[src/rtl/stopwatch_pkg.sv]
// Shared types and constants for the stopwatch command front end: sequencer states,
// digit selector, BCD digit limits, command priority and the preset increment rule.
package stopwatch_pkg;

  // Edit states are consecutive so that a set press advances by +1, ending in COMMIT_START.
  typedef enum logic [2:0] {
    ST_IDLE         = 3'd0,
    ST_EDIT_MS_HR   = 3'd1,
    ST_EDIT_LS_HR   = 3'd2,
    ST_EDIT_MS_MIN  = 3'd3,
    ST_EDIT_LS_MIN  = 3'd4,
    ST_COMMIT_START = 3'd5,
    ST_COMMIT_LOAD  = 3'd6
  } seq_state_t;

  typedef enum logic [1:0] {
    DIG_MS_HR  = 2'd0,
    DIG_LS_HR  = 2'd1,
    DIG_MS_MIN = 2'd2,
    DIG_LS_MIN = 2'd3
  } set_digit_t;

  typedef struct packed {
    logic [3:0] ms_hr;
    logic [3:0] ls_hr;
    logic [3:0] ms_min;
    logic [3:0] ls_min;
  } preset_t;

  localparam logic [3:0] LIM_MS_HR    = 4'd2;
  localparam logic [3:0] LIM_LS_HR    = 4'd9;
  localparam logic [3:0] LIM_LS_HR_20 = 4'd3;
  localparam logic [3:0] LIM_MS_MIN   = 4'd5;
  localparam logic [3:0] LIM_LS_MIN   = 4'd9;

  // Command bit positions; a lower index wins arbitration.
  localparam int BTN_START = 0;
  localparam int BTN_LAP   = 1;
  localparam int BTN_STOP  = 2;
  localparam int BTN_CLR   = 3;
  localparam int NUM_CMD   = 4;

  function automatic logic [NUM_CMD-1:0] first_press(logic [NUM_CMD-1:0] p);
    return p & (~p + NUM_CMD'(1));
  endfunction

  function automatic logic is_edit(seq_state_t s);
    return s inside {ST_EDIT_MS_HR, ST_EDIT_LS_HR, ST_EDIT_MS_MIN, ST_EDIT_LS_MIN};
  endfunction

  function automatic set_digit_t digit_of(seq_state_t s);
    case (s)
      ST_EDIT_LS_HR:  return DIG_LS_HR;
      ST_EDIT_MS_MIN: return DIG_MS_MIN;
      ST_EDIT_LS_MIN: return DIG_LS_MIN;
      default:        return DIG_MS_HR;
    endcase
  endfunction

  function automatic logic [3:0] wrap_inc(logic [3:0] d, logic [3:0] lim);
    return (d >= lim) ? 4'd0 : d + 4'd1;
  endfunction

  // Keeps the preset inside 00:00-23:59 whichever digit is bumped.
  function automatic preset_t inc_digit(preset_t p, set_digit_t sel);
    preset_t r = p;
    case (sel)
      DIG_MS_HR: begin
        r.ms_hr = wrap_inc(p.ms_hr, LIM_MS_HR);
        if (r.ms_hr == LIM_MS_HR && p.ls_hr > LIM_LS_HR_20) r.ls_hr = 4'd0;
      end
      DIG_LS_HR:  r.ls_hr  = wrap_inc(p.ls_hr, (p.ms_hr == LIM_MS_HR) ? LIM_LS_HR_20 : LIM_LS_HR);
      DIG_MS_MIN: r.ms_min = wrap_inc(p.ms_min, LIM_MS_MIN);
      default:    r.ls_min = wrap_inc(p.ls_min, LIM_LS_MIN);
    endcase
    return r;
  endfunction

endpackage

[src/rtl/stopwatch_cmd_ctrl_if.sv]
// Command/preset bundle between the button front end (master) and the stopwatch core (slave).
interface stopwatch_cmd_ctrl_if;
  import stopwatch_pkg::*;

  logic       start;
  logic       lap;
  logic       stop;
  logic       clr;
  logic       load;
  logic [3:0] load_ms_hr;
  logic [3:0] load_ls_hr;
  logic [3:0] load_ms_min;
  logic [3:0] load_ls_min;
  logic       set_mode;
  set_digit_t set_digit;

  modport master (
    output start, lap, stop, clr, load,
    output load_ms_hr, load_ls_hr, load_ms_min, load_ls_min,
    output set_mode, set_digit
  );

  modport slave (
    input start, lap, stop, clr, load,
    input load_ms_hr, load_ls_hr, load_ms_min, load_ls_min,
    input set_mode, set_digit
  );
endinterface

[src/rtl/btn_debounce.sv]
// One raw button: 2-flop synchroniser, stable-count debouncer and rising-edge press detect.
module btn_debounce #(
  parameter int DEBOUNCE_CYCLES = 16,
  parameter int DB_CNT_W        = $clog2(DEBOUNCE_CYCLES + 1)
) (
  input  logic clk,
  input  logic rst_n,
  input  logic btn,
  output logic press
);
  logic                sync_q1;
  logic                sync_q2;
  logic                level;
  logic                level_d;
  logic [DB_CNT_W-1:0] cnt;

  always_ff @(posedge clk or negedge rst_n) begin
    if (!rst_n) begin
      sync_q1 <= 1'b0;
      sync_q2 <= 1'b0;
      level   <= 1'b0;
      level_d <= 1'b0;
      cnt     <= '0;
    end else begin
      sync_q1 <= btn;
      sync_q2 <= sync_q1;
      level_d <= level;
      // Any agreeing cycle restarts the count, so only an unbroken run flips the level.
      if (sync_q2 == level) begin
        cnt <= '0;
      end else if (cnt == DB_CNT_W'(DEBOUNCE_CYCLES - 1)) begin
        level <= ~level;
        cnt   <= '0;
      end else begin
        cnt <= cnt + DB_CNT_W'(1);
      end
    end
  end

  assign press = level & ~level_d;
endmodule

[src/rtl/stopwatch_cmd_ctrl.sv]
// Stopwatch front end: debounced buttons become single-cycle commands; HH:MM preset entry
// with start-then-load commit is built only when STOPWATCH_SET_EN is defined.
module stopwatch_cmd_ctrl
  import stopwatch_pkg::*;
#(
  parameter int DEBOUNCE_CYCLES = 16,
  parameter int DB_CNT_W        = $clog2(DEBOUNCE_CYCLES + 1)
) (
  input  logic                 clk,
  input  logic                 rst_n,
  input  logic                 btn_start,
  input  logic                 btn_lap,
  input  logic                 btn_stop,
  input  logic                 btn_clr,
  input  logic                 btn_set,
  input  logic                 btn_inc,
  stopwatch_cmd_ctrl_if.master cmd
);
  logic [NUM_CMD-1:0] btn_cmd;
  logic [NUM_CMD-1:0] press_cmd;
  logic [NUM_CMD-1:0] pulse;
  logic [NUM_CMD-1:0] pulse_nxt;
  logic               press_set;
  logic               press_inc;
  seq_state_t         state;
  seq_state_t         state_nxt;
  preset_t            preset;
  preset_t            preset_nxt;
  logic               load_q;
  logic               load_nxt;
  logic               set_mode_q;
  set_digit_t         set_digit_q;

  assign btn_cmd[BTN_START] = btn_start;
  assign btn_cmd[BTN_LAP]   = btn_lap;
  assign btn_cmd[BTN_STOP]  = btn_stop;
  assign btn_cmd[BTN_CLR]   = btn_clr;

  for (genvar i = 0; i < NUM_CMD; i++) begin : g_cmd_db
    btn_debounce #(.DEBOUNCE_CYCLES(DEBOUNCE_CYCLES), .DB_CNT_W(DB_CNT_W)) u_db (
      .clk(clk), .rst_n(rst_n), .btn(btn_cmd[i]), .press(press_cmd[i])
    );
  end

`ifdef STOPWATCH_SET_EN
  btn_debounce #(.DEBOUNCE_CYCLES(DEBOUNCE_CYCLES), .DB_CNT_W(DB_CNT_W)) u_db_set (
    .clk(clk), .rst_n(rst_n), .btn(btn_set), .press(press_set)
  );
  btn_debounce #(.DEBOUNCE_CYCLES(DEBOUNCE_CYCLES), .DB_CNT_W(DB_CNT_W)) u_db_inc (
    .clk(clk), .rst_n(rst_n), .btn(btn_inc), .press(press_inc)
  );
`else
  // Without a set press the sequencer never leaves IDLE and the preset stays at zero.
  logic unused_entry_btns;
  assign unused_entry_btns = btn_set ^ btn_inc;
  assign press_set = 1'b0;
  assign press_inc = 1'b0;
`endif

  always_comb begin
    state_nxt  = state;
    pulse_nxt  = '0;
    preset_nxt = preset;
    load_nxt   = 1'b0;
    case (state)
      ST_IDLE: begin
        pulse_nxt = first_press(press_cmd);
        if (press_set) state_nxt = ST_EDIT_MS_HR;
      end
      ST_EDIT_MS_HR, ST_EDIT_LS_HR, ST_EDIT_MS_MIN, ST_EDIT_LS_MIN: begin
        if (press_cmd[BTN_CLR]) begin
          state_nxt = ST_IDLE;
        end else begin
          if (press_inc) preset_nxt = inc_digit(preset, digit_of(state));
          if (press_set) state_nxt = seq_state_t'(state + 3'd1);
        end
      end
      ST_COMMIT_START: state_nxt = ST_COMMIT_LOAD;
      default:         state_nxt = ST_IDLE;
    endcase
    // The core samples load only in RUN, which it enters one edge after start.
    if (state_nxt == ST_COMMIT_START) pulse_nxt[BTN_START] = 1'b1;
    if (state_nxt == ST_COMMIT_LOAD)  load_nxt = 1'b1;
  end

  always_ff @(posedge clk or negedge rst_n) begin
    if (!rst_n) begin
      state       <= ST_IDLE;
      pulse       <= '0;
      load_q      <= 1'b0;
      preset      <= '0;
      set_mode_q  <= 1'b0;
      set_digit_q <= DIG_MS_HR;
    end else begin
      state       <= state_nxt;
      pulse       <= pulse_nxt;
      load_q      <= load_nxt;
      preset      <= preset_nxt;
      set_mode_q  <= is_edit(state_nxt);
      set_digit_q <= digit_of(state_nxt);
    end
  end

  assign cmd.start       = pulse[BTN_START];
  assign cmd.lap         = pulse[BTN_LAP];
  assign cmd.stop        = pulse[BTN_STOP];
  assign cmd.clr         = pulse[BTN_CLR];
  assign cmd.load        = load_q;
  assign cmd.load_ms_hr  = preset.ms_hr;
  assign cmd.load_ls_hr  = preset.ls_hr;
  assign cmd.load_ms_min = preset.ms_min;
  assign cmd.load_ls_min = preset.ls_min;
  assign cmd.set_mode    = set_mode_q;
  assign cmd.set_digit   = set_digit_q;
endmodule

[src/flat_wrapper.sv]
// flat-port wrapper written by rule: the top's interface ports become plain ports
module stopwatch_cmd_ctrl_flat import stopwatch_pkg::*;
#(
  parameter int DEBOUNCE_CYCLES = 16,
  parameter int DB_CNT_W        = $clog2(DEBOUNCE_CYCLES + 1)
)
  (clk, rst_n, btn_start, btn_lap, btn_stop, btn_clr, btn_set, btn_inc, cmd_start, cmd_lap, cmd_stop, cmd_clr, cmd_load, cmd_load_ms_hr, cmd_load_ls_hr, cmd_load_ms_min, cmd_load_ls_min, cmd_set_mode, cmd_set_digit);
  stopwatch_cmd_ctrl_if cmd_i ();
  input  logic clk;
  input  logic rst_n;
  input  logic btn_start;
  input  logic btn_lap;
  input  logic btn_stop;
  input  logic btn_clr;
  input  logic btn_set;
  input  logic btn_inc;
  output wire logic [$bits(cmd_i.start)-1:0] cmd_start;
  output wire logic [$bits(cmd_i.lap)-1:0] cmd_lap;
  output wire logic [$bits(cmd_i.stop)-1:0] cmd_stop;
  output wire logic [$bits(cmd_i.clr)-1:0] cmd_clr;
  output wire logic [$bits(cmd_i.load)-1:0] cmd_load;
  output wire logic [$bits(cmd_i.load_ms_hr)-1:0] cmd_load_ms_hr;
  output wire logic [$bits(cmd_i.load_ls_hr)-1:0] cmd_load_ls_hr;
  output wire logic [$bits(cmd_i.load_ms_min)-1:0] cmd_load_ms_min;
  output wire logic [$bits(cmd_i.load_ls_min)-1:0] cmd_load_ls_min;
  output wire logic [$bits(cmd_i.set_mode)-1:0] cmd_set_mode;
  output wire logic [$bits(cmd_i.set_digit)-1:0] cmd_set_digit;
  assign cmd_start = cmd_i.start;
  assign cmd_lap = cmd_i.lap;
  assign cmd_stop = cmd_i.stop;
  assign cmd_clr = cmd_i.clr;
  assign cmd_load = cmd_i.load;
  assign cmd_load_ms_hr = cmd_i.load_ms_hr;
  assign cmd_load_ls_hr = cmd_i.load_ls_hr;
  assign cmd_load_ms_min = cmd_i.load_ms_min;
  assign cmd_load_ls_min = cmd_i.load_ls_min;
  assign cmd_set_mode = cmd_i.set_mode;
  assign cmd_set_digit = cmd_i.set_digit;
  stopwatch_cmd_ctrl #(.DEBOUNCE_CYCLES(DEBOUNCE_CYCLES), .DB_CNT_W(DB_CNT_W)) u_core (.clk(clk), .rst_n(rst_n), .btn_start(btn_start), .btn_lap(btn_lap), .btn_stop(btn_stop), .btn_clr(btn_clr), .btn_set(btn_set), .btn_inc(btn_inc), .cmd(cmd_i));
endmodule
[config.mk]
export PLATFORM = sky130hd
export DESIGN_NAME = stopwatch_cmd_ctrl_flat
export DESIGN_NICKNAME = d
export VERILOG_FILES = /design/src/rtl/stopwatch_pkg.sv /design/src/rtl/stopwatch_cmd_ctrl_if.sv /design/src/rtl/btn_debounce.sv /design/src/rtl/stopwatch_cmd_ctrl.sv /design/src/flat_wrapper.sv
export SDC_FILE = /design/constraint.sdc
export NUM_CORES = 1
export LEC_CHECK = 0
export ABC_AREA = 1
export CAP_MARGIN = 40
export CORE_ASPECT_RATIO = 1.4
export CORE_UTILIZATION = 45
export CTS_BUF_LIST = sky130_fd_sc_hd__clkbuf_16
export CTS_CLUSTER_DIAMETER = 40
export DETAILED_ROUTE_END_ITERATION = 8
export PLACE_DENSITY = 0.69
export SLEW_MARGIN = 30
export SYNTH_ARGS = -nofsm -noshare
export SYNTH_HDL_FRONTEND = slang
export SYNTH_SLANG_ARGS = --single-unit
[constraint.sdc]
create_clock -name clk -period 2.22 [get_ports clk]
set_input_delay 0.444 -clock clk [delete_from_list [all_inputs] [get_ports clk]]
set_output_delay 0.444 -clock clk [all_outputs]
set_load 0.03 [all_outputs]
==> results of run 1 <==
==> path summary, 6_finish.rpt <==
check	slack, ps	to	startpoint
hold / removal	20	u_core.g_cmd_db[1].u_db.sync_q1	rst_n
hold reg to reg	340	u_core.g_cmd_db[2].u_db.sync_q2	u_core.g_cmd_db[2].u_db.sync_q1
max in group asynchronous	1640	u_core.g_cmd_db[2].u_db.cnt[3]	rst_n
setup reg to reg	1150	u_core.g_cmd_db[0].u_db.cnt[0]	u_core.g_cmd_db[0].u_db.cnt[0]
min in group clk	340	u_core.g_cmd_db[2].u_db.sync_q2	u_core.g_cmd_db[2].u_db.sync_q1
setup / recovery	520	cmd_load	u_core.cmd.load
==> final cells by class <==
type                            count  area, µm²
Fill cell                         376       1951
Sequential cell                    47       1176
Tap cell                           45      56.30
Clock buffer                        5      125.1
Inverter                           31      116.4
Clock inverter                      3      11.26
Multi-Input combinational cell    132      608.1
Timing Repair Buffer               16      160.2
==> logic make-up after synthesis <==
family / share of synthesized area
flops: 0.5987
other cells: 0.001909
buf+inv: 0.1204
fa+ha+maj: 0.02548
simple gates: 0.2357
xor+xnor: 0.01783
==> metrics by stage <==
stage / cell area (µm²) / hold slack (ps) / instances / setup WS, ps / utilization
2_1_floorplan: 2021 / 148.4 / 226 / 1261 / -
3_3_place_gp: 2097 / 333.8 / 270 / 819.6 / 0.4988
3_5_place_dp: 2097 / 335.8 / 270 / 815.8 / 0.4988
4_1_cts: 2233 / 262.1 / 278 / 506.6 / 0.5313
5_1_grt: 2253 / 23.48 / 279 / 466.1 / 0.5360
6_report: 2253 / 21.71 / 279 / 516.3 / 0.5360
==> state kept, by name, indices dropped and copies added, names as in the netlist <==
signal                        cells
u_core.g_cmd_db.u_db.cnt         20
u_core.cmd.load                   1
u_core.state                      3
u_core.cmd.set_mode               1
u_core.g_cmd_db.u_db.sync_q2      4
u_core.pulse                      4
u_core.cmd.set_digit              2
u_core.g_cmd_db.u_db.level_d      4
u_core.g_cmd_db.u_db.level        4
u_core.g_cmd_db.u_db.sync_q1      4
==> power breakdown <==
part	total, mW	switching (mW)	internal, mW
registers	0.904	0.0219	0.882
clock network	0.682	0.278	0.405
logic	0.111	0.0779	0.0331
total	1.70	0.378	1.32
==> cells in the mapped netlist (all sizes together) <==
cell type / count
buf: 16
conb: 1
dfrtp: 47
ha: 4
inv: 31
nand2: 49
nand3: 11
nand4: 10
nor2: 37
nor3: 1
xnor2: 4
==> per-layer routing <==
layer / vias up / routed length (µm) / global-route usage
li1: 658 / - / -
met1: 593 / 1069 / 0.1271
met2: 26 / 1432 / 0.2517
met3: 5 / 101 / 0.04348
met4: 0 / 65 / 0.08571
met5: - / 0 / 0
==> impl_summary.log, run 1 <==
INFO  metric core-area = roughly 4200 µm²
INFO  metric finalCriticalPeriod = between 1500 and 2000 ps
INFO  metric synth_warnings = 0
INFO  metric final.setup_skew = 6.655 ps
INFO  metric globalplace.congestion = 0.7165
INFO  metric synthDominantCellAreaShare = 0.5987
INFO  metric post_synth_inst_count = 211
INFO  metric maxCapViolations = 0
INFO  metric rr_worst_depth = 4
INFO  metric root_cell_of_the_clock_tree = sky130_fd_sc_hd__clkbuf_16
INFO  metric clk-insertion-delay-late = 280 ps
INFO  metric slowest_stage = sky130_fd_sc_hd__clkdlybuf4s50_1
INFO  metric total_cts_buffers = 5
INFO  metric slew_violations = 0
INFO  metric antenna_cells_inserted = 0
INFO  metric wire_per_inst = 9.566 µm
INFO  metric critical_path_cell_count = 1
INFO  metric synth.lib_cells_used.distinct = 15
INFO  metric dieArea = roughly 4600 µm²
INFO  metric post-cts-setup-buffers = 0
INFO  metric grt_antenna_before_repair = 0
INFO  metric grt_first_pass_wirelength = about 4700 µm
INFO  metric critPathRequiredTime = approximately 1800 ps
INFO  metric post_synth_main_area_contributors = sky130_fd_sc_hd__dfrtp_1 (60%), sky130_fd_sc_hd__nand2_1 (8.8%), sky130_fd_sc_hd__nor2_1 (6.7%)
INFO  metric largest_fanout_on_the_critical_path = 1
INFO  metric path_clk_slew = 60 ps
INFO  metric finalHoldViolations = 0
INFO  metric violations_in_the_final_reports = DRC
INFO  metric path_cells = clkdlybuf4s50_1
INFO  metric pwr_density_cell = 753.4 nW/µm²
INFO  metric first_global_vias = between 1,000 and 1,500
INFO  metric first_pass_iteration_count_of_the_detailed_router = 8
INFO  metric synth-seq-cells = between 40 and 50
INFO  metric post_cts_resize_count = 0
INFO  metric path_class = register to output pin
INFO  metric drt-total-wl = between 2000 and 3000 µm
INFO  metric most-common-layout-cells = sky130_fd_sc_hd__dfrtp_1 (47), sky130_fd_sc_hd__nand2_1 (46), sky130_fd_sc_hd__nor2_1 (35)
INFO  metric timing.fmax = ~0.6 GHz
INFO  metric min_period_over_period = 0.7674
INFO  metric setup_viol_count_final = 0
INFO  metric cts.hold.buffers_added = 0
INFO  metric syn_to_final_growth = 14.71%
INFO  metric detail_route.iter0.violations = between 40 and 50
INFO  metric finalSetupTns = 0 ps
INFO  metric cp.buffers_inverters = 1
INFO  metric grt_setup_unrepaired = false
INFO  metric worst_ir_drop_vdd = roughly 0.0006 V
INFO  metric min_path_type = input pin to async pin
INFO  metric final_common_cell = sky130_fd_sc_hd__dfrtp_1
INFO  metric finalPower = approximately 1.7 mW
INFO  metric buffer_ports.inserted = 13
INFO  metric die_w = between 50 and 60 µm
INFO  metric critical_path_arrival = approximately 1300 ps
INFO  metric via_per_inst = approximately 4.6
INFO  metric dp_hpwl = ~1900 µm
INFO  metric cts_tree = yes
INFO  metric initial_core_util = 0.4673
INFO  metric timing.critical_path.max_delay_family = buffers and inverters
INFO  metric floorplan.die.height = 80.18 µm
INFO  metric syn-mean-instance-area = between 9 and 10 µm²
INFO  metric finish.net_count = between 200 and 250
INFO  metric critical_path.startpoint_type = register
INFO  metric syn_area = just under 2000 µm²
INFO  metric critical_path.endpoint_type = output pin
INFO  metric drc = 3
INFO  metric status = finished with violations
INFO  metric htree_num_levels = 2
INFO  metric sequential_to_total_area_share_from_yosys_stat = 0.5987
INFO  metric clockBufferDepth = 2
INFO  metric grt-ovfl-total = 0
INFO  metric core.rowCount = 28
INFO  metric layout-drive-gt1-share = 0.06838
INFO  metric worst_path_largest_cell_delay = roughly 660 ps
INFO  metric grt_max_degree = 36
INFO  metric post-synth-top-area-cell = sky130_fd_sc_hd__dfrtp_1
INFO  metric numClockSinks = 47
INFO  metric leakage_component_of_the_power = roughly 1.2 nW
INFO  metric io_pins = 32
INFO  metric vias = ~1,300
INFO  metric grt.total_usage = 0.1371
INFO  metric antenna_left = 0
(Power assumes the default switching activity.)
==> inputs of run 2 (changes only) <==
Clock period 2.22 ns to 1.6 ns, I/O delays scaled along.
==> run 2 against run 1 <==
  * The run still ends with DRC left
  * Count of clock-buffer cells in the layout stayed put
  * Wire length is 4.6% lower
  * Clock skew barely moved
  * Clock power increased by 43%
  * Combinational power rose by 35%
  * Critical endpoint is now cmd_stop
==> impl_summary.log, run 2 (same netlist as run 1, synthesis figures left out) <==
INFO  metric core-area = 4204 µm² (unchanged)
INFO  metric htree_num_levels = 2 (unchanged)
INFO  metric total_cts_buffers = 5 (unchanged)
INFO  metric worst_path_largest_cell_delay = 660 ps (about the same)
INFO  metric worst_ir_drop_vdd = 0.0006019 V (+1.4%)
INFO  metric path_clk_slew = 60 ps (about the same)
INFO  metric critical_path_cell_count = 1 (unchanged)
INFO  metric buffer_ports.inserted = 13 (unchanged)
INFO  metric rr_worst_depth = 4 (unchanged)
INFO  metric critical_path.endpoint_type = output pin
INFO  metric layout-drive-gt1-share = 0.06867 (+0.0002935)
INFO  metric die_w = 57.84 µm (unchanged)
INFO  metric timing.critical_path.max_delay_family = buffers and inverters
INFO  metric finish.net_count = 244 (-0.41%)
INFO  metric finalCriticalPeriod = between 1500 and 2000 ps
INFO  metric reg2reg_setup_slack = 520 ps (-630 ps)
INFO  metric min_period_over_period = 0.9809
INFO  metric critPathRequiredTime = 1280 ps (-500 ps)
INFO  metric setup_viol_count_final = 0 (unchanged)
INFO  metric path_class = register to output pin
INFO  metric r2r-end = u_core.g_cmd_db[3].u_db.cnt[3]
INFO  metric critical_path_arrival = 1250 ps (about the same)
INFO  metric nFillCells = 372 (-1.1%)
INFO  metric via_per_inst = 4.590 (-0.11%)
INFO  metric leakage_component_of_the_power = 1.321 nW (+10%)
INFO  metric critical_path.startpoint_type = register
INFO  metric grt.total_usage = 0.1229 (-0.01420)
INFO  metric first_pass_iteration_count_of_the_detailed_router = 9 (+1)
INFO  metric postLayoutSetupSlackWorst = 30.64 ps (-485.7 ps)
INFO  metric wire_per_inst = 9.158 µm (-4.3%)
INFO  metric largest_fanout_on_the_critical_path = 1 (unchanged)
INFO  metric grt_setup_unrepaired = false
INFO  metric register_area = 1176 µm² (unchanged)
INFO  metric violations_in_the_final_reports = DRC
INFO  metric globalplace.congestion = 0.7746 (+8.1%)
INFO  metric numClockSinks = 47 (unchanged)
INFO  metric vias = 1,276 (-0.47%)
INFO  metric status = finished with violations
INFO  metric antenna_left = 0 (unchanged)
INFO  metric min_path_type = register to register
INFO  metric io_pins = 32 (unchanged)
INFO  metric slowest_stage = sky130_fd_sc_hd__clkdlybuf4s50_1
INFO  metric grt_antenna_before_repair = 0 (unchanged)
INFO  metric cp-endpoint = cmd_stop
INFO  metric placed_area = 2102 µm² (+0.24%)
INFO  metric dieArea = 4637 µm² (unchanged)
INFO  metric most-common-layout-cells = sky130_fd_sc_hd__dfrtp_1 (47), sky130_fd_sc_hd__nand2_1 (46), sky130_fd_sc_hd__nor2_1 (35)
INFO  metric floorplan.die.height = 80.18 µm (unchanged)
INFO  metric root_cell_of_the_clock_tree = sky130_fd_sc_hd__clkbuf_16
INFO  metric multiInputGateArea = 608.1 µm² (unchanged)
INFO  metric path_cells = clkdlybuf4s50_1
INFO  metric largest_register_ff_count = 20 (unchanged)
INFO  metric grt-ovfl-total = 0 (unchanged)
INFO  metric final.setup_skew = 6.596 ps (-0.05895 ps)
INFO  metric critical_path.reg2reg.startpoint = u_core.g_cmd_db[3].u_db.cnt[0]
INFO  metric cts_tree = yes
INFO  metric finalSetupTns = 0 ps (unchanged)
INFO  metric dp_hpwl = 1762 µm (-8.4%)
INFO  metric finalPower = 2.376 mW (+40%)
INFO  metric drt-total-wl = 2546 µm (-4.6%)
INFO  metric finalHoldViolations = 0 (unchanged)
INFO  metric initial_core_util = 0.4673 (unchanged)
INFO  metric clockBufferDepth = 2 (unchanged)
INFO  metric antenna_cells_inserted = 0 (unchanged)
INFO  metric grt_first_pass_wirelength = 4278 µm (-8.0%)
INFO  metric core.rowCount = 28 (unchanged)
INFO  metric postLayoutCoreUtil = 0.5411 (+0.005059)
INFO  metric final_cell_area = 2275 µm² (+0.94%)
INFO  metric placement.setup.worst_slack = 320.5 ps (-495.3 ps)
INFO  metric worst_setup_path_startpoint = u_core.pulse[2]
INFO  metric grt_max_degree = 31 (-14%)
INFO  metric final_common_cell = sky130_fd_sc_hd__dfrtp_1
INFO  metric cp.buffers_inverters = 1 (unchanged)
INFO  metric pwr_density_cell = 1044 nW/µm² (+39%)
INFO  metric drc = 3 (unchanged)
INFO  metric slew_violations = 0 (unchanged)
INFO  metric clk-insertion-delay-late = 280 ps (about the same)
INFO  metric largest_register = u_core.g_cmd_db.u_db.cnt
INFO  metric detail_route.iter0.violations = 36 (-23%)
INFO  metric post-cts-setup-buffers = 0 (unchanged)
INFO  metric maxCapViolations = 0 (unchanged)
INFO  metric timing.fmax = around 0.64 GHz
INFO  metric first_global_vias = 1,070 (-8.8%)
INFO  metric syn_to_final_growth = 15.80%
-- run 2: worst min-delay path by stage --
stage | cells after the start | start | end
2_1_floorplan | 0 | rst_n | u_core.cmd.load
3_3_place_gp | 1 | rst_n | u_core.g_cmd_db[1].u_db.cnt[1]
5_1_grt | 0 | u_core.g_cmd_db[0].u_db.sync_q1 | u_core.g_cmd_db[0].u_db.sync_q2
4_1_cts | 0 | u_core.g_cmd_db[1].u_db.sync_q1 | u_core.g_cmd_db[1].u_db.sync_q2
3_5_place_dp | 1 | rst_n | u_core.g_cmd_db[1].u_db.cnt[1]
6_report | 0 | u_core.g_cmd_db[0].u_db.sync_q1 | u_core.g_cmd_db[0].u_db.sync_q2
-- run 2: timing repair --
action,CTS,global route
hold endpoints to repair,17,0
resized for setup,0,7
hold buffers,1,0
endpoints found under the setup margin,0,7
-- run 2: through the flow --
stage	std cells	hold slack, ps
6_report	278	347.6
5_1_grt	278	359.4
3_3_place_gp	269	276.7
4_1_cts	278	350.9
2_1_floorplan	226	24.41
3_5_place_dp	269	276.0
-- run 2: per-layer routing --
metal	track usage	wire, µm
met1	0.1360	1087
met2	0.2011	1305
met3	0.04831	122
met4	0.06429	30
met5	0	0
-- run 2: report_power, final --
part | leakage (nW) | internal [mW] | switching (mW)
sequential | 0.628 | 1.22 | 0.0300
combinational | 0.625 | 0.0441 | 0.106
clock | 0.0674 | 0.574 | 0.398
-- run 2: final cells by class --
type	instances	share of cell area
clock inverters	3	0.008801
flip-flops and latches	47	0.5171
repair buffers	15	0.07591
well taps	45	0.02475
inverters	31	0.05116
multi-input cells	132	0.2673
clock buffers	5	0.05501
